**config.mk**
```make
export PLATFORM = sky130hd
export DESIGN_NAME = reg_alu_seq
export DESIGN_NICKNAME = d
export VERILOG_FILES = /design/src/rtl/reg_alu_seq.sv
export SDC_FILE = /design/constraint.sdc
export NUM_CORES = 1
export LEC_CHECK = 0
export BUFFER_PORTS_ARGS = -buffer_cell sky130_fd_sc_hd__buf_2
export CAP_MARGIN = 20
export CORE_AREA = 4 4 199 201
export DETAILED_ROUTE_END_ITERATION = 10
export DIE_AREA = 0 0 203 205
export REMOVE_ABC_BUFFERS = 1
export SETUP_SLACK_MARGIN = 0.1
export SLEW_MARGIN = 10
export SYNTH_ARGS = -nofsm -noshare
export SYNTH_HDL_FRONTEND = slang
export SYNTH_SLANG_ARGS = --single-unit
```
**constraint.sdc**
```tcl
create_clock -name clk -period 2.25 [get_ports clk]
set_clock_uncertainty 0.05 [all_clocks]
set_input_delay 0 -clock clk [delete_from_list [all_inputs] [get_ports clk]]
set_output_delay 0 -clock clk [all_outputs]
set_load 0.01 [all_outputs]
```
**src/rtl/reg_alu_seq.sv**
```systemverilog
// Sequencer for an 8 x 16-bit register file that drives an external ALU.
// Each instruction steps IDLE -> READ -> EXEC -> WB; loads are taken only in IDLE.
module reg_alu_seq (
    input  logic        clk,
    input  logic        reset,
    input  logic        instr_valid,
    output logic        instr_ready,
    input  logic [10:0] instr,
    input  logic        ld_en,
    input  logic [2:0]  ld_addr,
    input  logic [15:0] ld_data,
    output logic [1:0]  alu_op,
    output logic [15:0] alu_a,
    output logic [15:0] alu_b,
    input  logic [15:0] alu_o,
    input  logic        alu_cout,
    output logic        res_valid,
    output logic [15:0] res_data,
    output logic        res_cout,
    input  logic [2:0]  dbg_addr,
    output logic [15:0] dbg_data
);

    typedef enum logic [1:0] {IDLE, READ, EXEC, WB} state_t;

    state_t      state_q, state_d;
    logic [15:0] regs_q [8];
    logic [15:0] regs_d [8];
    logic [1:0]  op_q, op_d;
    logic [2:0]  rd_q, rd_d;
    logic [2:0]  rs1_q, rs1_d;
    logic [2:0]  rs2_q, rs2_d;
    logic [1:0]  alu_op_q, alu_op_d;
    logic [15:0] alu_a_q, alu_a_d;
    logic [15:0] alu_b_q, alu_b_d;
    logic [15:0] result_q, result_d;
    logic        cout_q, cout_d;
    logic [15:0] res_data_q, res_data_d;
    logic        res_cout_q, res_cout_d;

    always_comb begin
        state_d     = state_q;
        regs_d      = regs_q;
        op_d        = op_q;
        rd_d        = rd_q;
        rs1_d       = rs1_q;
        rs2_d       = rs2_q;
        alu_op_d    = alu_op_q;
        alu_a_d     = alu_a_q;
        alu_b_d     = alu_b_q;
        result_d    = result_q;
        cout_d      = cout_q;
        res_data_d  = res_data_q;
        res_cout_d  = res_cout_q;
        instr_ready = 1'b0;
        res_valid   = 1'b0;

        case (state_q)
            IDLE: begin
                // A load wins over an offered instruction, which then waits.
                instr_ready = reset & ~ld_en;
                if (ld_en) begin
                    regs_d[ld_addr] = ld_data;
                end else if (instr_valid) begin
                    {op_d, rd_d, rs1_d, rs2_d} = instr;
                    state_d = READ;
                end
            end
            READ: begin
                alu_op_d = op_q;
                alu_a_d  = regs_q[rs1_q];
                alu_b_d  = regs_q[rs2_q];
                state_d  = EXEC;
            end
            EXEC: begin
                result_d = alu_o;
                cout_d   = alu_cout;
                state_d  = WB;
            end
            WB: begin
                regs_d[rd_q] = result_q;
                res_valid    = 1'b1;
                res_data_d   = result_q;
                // Only add (00) and sub (01) produce a meaningful carry.
                if (!op_q[1]) begin
                    res_cout_d = cout_q;
                end
                state_d = IDLE;
            end
            default: state_d = IDLE;
        endcase
    end

    always_ff @(posedge clk or negedge reset) begin
        if (!reset) begin
            state_q    <= IDLE;
            regs_q     <= '{default: '0};
            op_q       <= '0;
            rd_q       <= '0;
            rs1_q      <= '0;
            rs2_q      <= '0;
            alu_op_q   <= '0;
            alu_a_q    <= '0;
            alu_b_q    <= '0;
            result_q   <= '0;
            cout_q     <= 1'b0;
            res_data_q <= '0;
            res_cout_q <= 1'b0;
        end else begin
            state_q    <= state_d;
            regs_q     <= regs_d;
            op_q       <= op_d;
            rd_q       <= rd_d;
            rs1_q      <= rs1_d;
            rs2_q      <= rs2_d;
            alu_op_q   <= alu_op_d;
            alu_a_q    <= alu_a_d;
            alu_b_q    <= alu_b_d;
            result_q   <= result_d;
            cout_q     <= cout_d;
            res_data_q <= res_data_d;
            res_cout_q <= res_cout_d;
        end
    end

    // During WB the result is presented directly so it lines up with res_valid.
    assign res_data = res_valid ? result_q : res_data_q;
    assign res_cout = (res_valid && !op_q[1]) ? cout_q : res_cout_q;
    assign alu_op   = alu_op_q;
    assign alu_a    = alu_a_q;
    assign alu_b    = alu_b_q;
    assign dbg_data = regs_q[dbg_addr];

endmodule
```
=== Word-level counts from Yosys, hierarchy flattened ===
Cells that the tools add are included.

* Register bits: 209
* Input port bits: 54
* Output and inout port bits: 69
* Logic and storage cells: 75

* Order comparisons: 7
* Equality and inequality tests: 6
* Muxes and demuxes: 24
* Bitwise logic cells: 8
* Reductions and logical operators: 10

{| class="wikitable"
|+ Operators with widths
! kind !! number
|-
| 128-bit bitwise mux || 2
|-
| 128-bit case mux with 2 select lines || 1
|-
| 16-bit binary-select mux with 3-bit select || 3
|-
| 16-bit two-way mux || 9
|-
| 128-bit two-way mux || 1
|-
| 16-bit demux with 3-bit select || 2
|-
| 4-bit greater-or-equal comparator (second input constant) || 5
|-
| 3-bit NOT with 4-bit output || 5
|-
| 4-bit by 1-bit less-than comparator with 1-bit output (second input constant) || 2
|-
| 2-bit case mux with 4 select lines || 1
|-
| 2-bit inequality test (second input constant) || 3
|-
| 2-bit AND reduction || 3
|-
| 2-bit equality test (second input constant) || 2
|-
| 2-bit two-way mux || 2
|-
| 1-bit logical AND || 3
|-
| 1-bit two-way mux || 3
|-
| 3-bit AND reduction || 1
|-
| 2-bit by 1-bit equality test with 1-bit output (second input constant) || 1
|-
| 2-bit logical NOT || 1
|-
| 1-bit NOT || 2
|-
| 2-bit nonzero test || 1
|-
| 1-bit AND || 1
|-
| 1-bit logical NOT || 1
|}

=== Logic depth before layout (Yosys ltp) ===
* Depth in word-level cells: 8
* Gate-level depth with buffers: 8

=== Worst setup path after synthesis ===
OpenSTA, ideal clock, no wires.

* Kind: register -> register
* Start: register state_q[0]
* End: register regs_q[101] in the netlist's numbering
* Setup time: 132 ps
* Arrival: 1751 ps
* Required time: 2068 ps
* Path slack: 317 ps
* Stages on the path, launching flop included: 8
* Path buffers: 2
* Period minus slack after synthesis: 1933 ps
* Cell sequence: dfrtp_1 ha_1 buf_6 nor4b_4 o21bai_4 buf_6 nand2_1 o21ai_1

* Cells in the longest elaborated chain, start to end: 3

{| class="wikitable"
|+ RTL lines
! what !! RTL line !! source
|-
| start, declared || 26 || <nowiki>state_t state_q, state_d;</nowiki>
|-
| start signal, assigned || 110 || <nowiki>state_q <= state_d;</nowiki>
|-
| 2-bit equality test / 2-bit logical NOT (equally long branches) || 58 || <nowiki>case (state_q)</nowiki>
|-
| 2-bit nonzero test (no line) / 2-bit inequality test (equally long branches) || - ||
|-
| 2-bit AND reduction (no line) || - ||
|-
| end signal, assigned || 111 || <nowiki>regs_q <= regs_d;</nowiki>
|-
| end, declared || 27 || <nowiki>logic [15:0] regs_q [8];</nowiki>
|}

Several ways; a longest one is shown, not always the timed one.
A chain may end at the register's enable or synchronous reset.

=== Worst setup path after layout ===
* Start: register state_q[1]
* End: register regs_q[26] in the netlist's numbering

The elaborated chain is that of the path after synthesis.

==> metrics.md <==
| Metric | Value |
|---|---|
| CTS buffer count | `26` |
| CP Max Fanout | `16` |
| Cell area after placement | `13,990 sq um` |
| Routed met2 length | `21,180 um` |
| CTS H-tree lvls | `1` |
| Top cell type's share of synthesized area | `41.09%` |
| CORE AREA | `37,580 sq um` |
| Max-slew violations | `0` |
| Leakage | `6.546 nW` |
| Clk slew on worst S/H paths | `60 ps` |
| Post-Layout Cell Count | `1,841` |
| Slowest CP cell | `nor2_2` |
| Overall Global Routing Usage | `21.41%` |
| DRC | `0` |
| DR WL met3 | `4008 um` |
| Critical path startpoint category | `flip-flop` |
| Relative slew slack | `32.05%` |
| Min cycle time layout | `2128 ps` |
| WL met1 | `18,990 um` |
| Final net count | `1,372` |
| Post-synthesis sequential area ratio | `41.09%` |
| Avg Cell Area, Syn | `10.87 sq um` |
| Initial antenna violation count | `3` |
| CTS Buffer Depth | `3` |
| Post-Syn Area | `12,730 sq um` |
| Top post-synthesis cells by area | `dfrtp_1, mux2i_1, a22oi_1, mux4_2, mux2_2` |
| First-pass GRT wire length | `68,950 um` |
| Status | `complete, no violations` |
| WL/cell | `24.77 um` |
| Clock Latency Late Sink | `550 ps` |
| Antenna viol nets, final | `0` |
| Max layer used | `met5` |
| Worst Setup End Kind | `flip-flop` |
| Cell area power density | `1543 nW/um^2` |
| RePlAce Congestion | `0.8620` |
| Share of cells above drive strength 1 | `29.47%` |
| Largest net degree at the start of global routing | `65` |
| Reg area | `5239 sq um` |
| Port Buffers | `122` |
| Crit path DAT | `2550 ps` |
| Max-Cap Viols | `0` |
| Row count | `71` |
| Setup-failing EPs final | `0` |
| Fin area | `15,460 sq um` |
| Final period util | `94.57%` |
| Number of diodes | `0` |
| Syn Inst Count | `1,171` |
| Actual slew at the worst max-slew pin | `1018 ps` |
| DP HPWL | `29,390 um` |
| Worst Path Buf+Inv | `0` |
| Die width | `203 um` |
| Yosys warning total | `0` |
| CTS tree | `built` |
| Worst path cell trace | `ha_4, nand2b_4, nor2_2, a21oi_1, a2bb2oi_2` |
| Vias in the first global route | `11.00k` |
| Area of the multi-input gates | `6760 sq um` |
| Die Ht | `205 um` |
| RSZ-0062 raised after global routing | `yes` |
| Hold WS | `40.49 ps` |
| Clock Sinks | `209` |
| Final hold viol count | `0` |
| Crit Path Class | `flip-flop to flip-flop` |
| Ports | `123` |
| Final WL | `45,600 um` |
| Initial drt markers | `1,299` |
| Root buf cell | `clkbuf_16` |
| Max Freq | `470.0 MHz` |
| Remaining global-route overflow | `0` |
| Seq cells post-synth | `209` |
| Req. time, crit path | `2670 ps` |
| Vias per std cell | `5.871` |
| Placed insts | `1,743` |
| Area grow syn2layout | `21.50%` |
| DRT Pass-1 Iters | `5` |
| Initial Util | `33.87%` |
| Tot Pwr | `0.02386 W` |
| Peak supply drop | `0.8602 mV` |
| CP delay by family, top | `simple AND/OR/NAND/NOR gates` |
| Filler instances | `3,612` |
| Die area | `41,620 sq um` |
| Class of the most critical hold timing path | `input pin to async pin` |
| Biggest cell delay along the critical path | `790 ps` |
| DR vias | `10.81k` |
| Setup Total Neg Slack | `0 ps` |
| Synth unique cells | `44` |
| Synth area leader | `dfrtp_1` |
-- synthesized netlist by cell type (all sizes together) --
cell,number
a21oi,102
a22oi,96
a2bb2oi,96
and2,3
and2b,1
and3b,1
buf,59
clkbuf,72
dfrtp,209
ha,5
inv,35
mux2,63
mux2i,129
mux4,32
nand2,38
nand2b,2
nand3,36
nand3b,2
nand4,1
nand4b,2
nor2,6
nor2b,6
nor3,2
nor3b,2
nor4,1
nor4b,2
nor4bb,2
o21ai,164
o21bai,2
-- routing by layer --
metal / up-vias / GRT usage [%]
li1: 4707 / -
met5: - / 0
met1: 5382 / 29.14
met2: 603 / 34.30
met3: 112 / 4.480
met4: 4 / 6.911
-- worst reg2reg max path: cells and delay by family (launching register included) --
| family | cells | cell delay (ps) |
|---|---|---|
| AOI/OAI and AO/OA | 2 | 410 |
| DFF | 1 | 430 |
| adders and majority gates | 1 | 210 |
| and+or+nand+nor | 2 | 950 |
-- cells by family after synthesis --
group	Yosys count	share of synthesized area, %
flops	209	41.09
simple gates	107	5.603
compound gates	460	25.08
buf+inv	166	6.360
mux	224	21.38
fa+ha+maj	5	0.4915
-- cell usage in the layout (no fill, tap or decap), types with 33 or more instances in the layout --
master,n
inv_1,33
buf_4,64
nand2_1,37
a22oi_1,96
mux2i_1,128
a21oi_1,96
mux2_2,53
dlygate4sd3_1,47
dfrtp_1,206
a2bb2oi_1,65
o21ai_0,102
buf_2,121
o21ai_1,62
-- metrics by stage --
| stage | setup slack [ps] | util [%] |
|---|---|---|
| 2_1_floorplan | -1417 | - |
| 3_3_place_gp | 140.0 | 37.24 |
| 3_5_place_dp | 105.3 | 37.24 |
| 4_1_cts | 112.8 | 41.01 |
| 5_1_grt | 76.04 | 41.15 |
| 6_report | 122.1 | 41.15 |
-- power breakdown --
part / internal (W) / switching, W
Clock: 0.00268 / 0.00169
Combinational: 0.00551 / 0.00584
Sequential: 0.00573 / 0.00241
-- registers in the layout, indices dropped and copies added (netlist names) --
register	count
regs_q	128
state_q	2
result_q	16
res_data_q	16
rd_q	3
alu_op	2
cout_q	1
rs1_q	3
res_cout_q	1
rs2_q	3
op_q	2
alu_b	16
alu_a	16
-- cell type report --
cell class | instances | area share [%]
clock inverters | 8 | 1.019
inverters | 35 | 0.8495
well taps | 511 | 4.134
flip-flops and latches | 209 | 33.88
clock buffers | 37 | 4.668
repair buffers | 245 | 11.74
multi-input cells | 796 | 43.71
-- path summary, 6_finish.rpt --
path / depth (start not counted) / start / end / slack [ps]
hold reg to reg: 1 / res_data_q[12] / res_data_q[12] / 440
min in group clk: 5 / ld_addr[1] / regs_q[79] / 40
setup / recovery: 5 / state_q[1] / regs_q[26] / 120
setup reg to reg: 5 / state_q[1] / regs_q[26] / 120
hold / removal: 3 / reset / res_data_q[11] / 40
max in group asynchronous: 3 / reset / alu_a[9] / 1640
-- what timing repair did --
| action | CTS | global route |
|---|---|---|
| pin swaps | 0 | 1 |
| endpoints found under the hold margin | 367 | 0 |
| gates cloned | 0 | 1 |
| buffers inserted | 2 | 2 |
| hold buffers | 48 | 0 |
| gates resized for setup | 5 | 5 |
| setup endpoints to repair | 17 | 17 |
(Power assumes the default switching activity.)
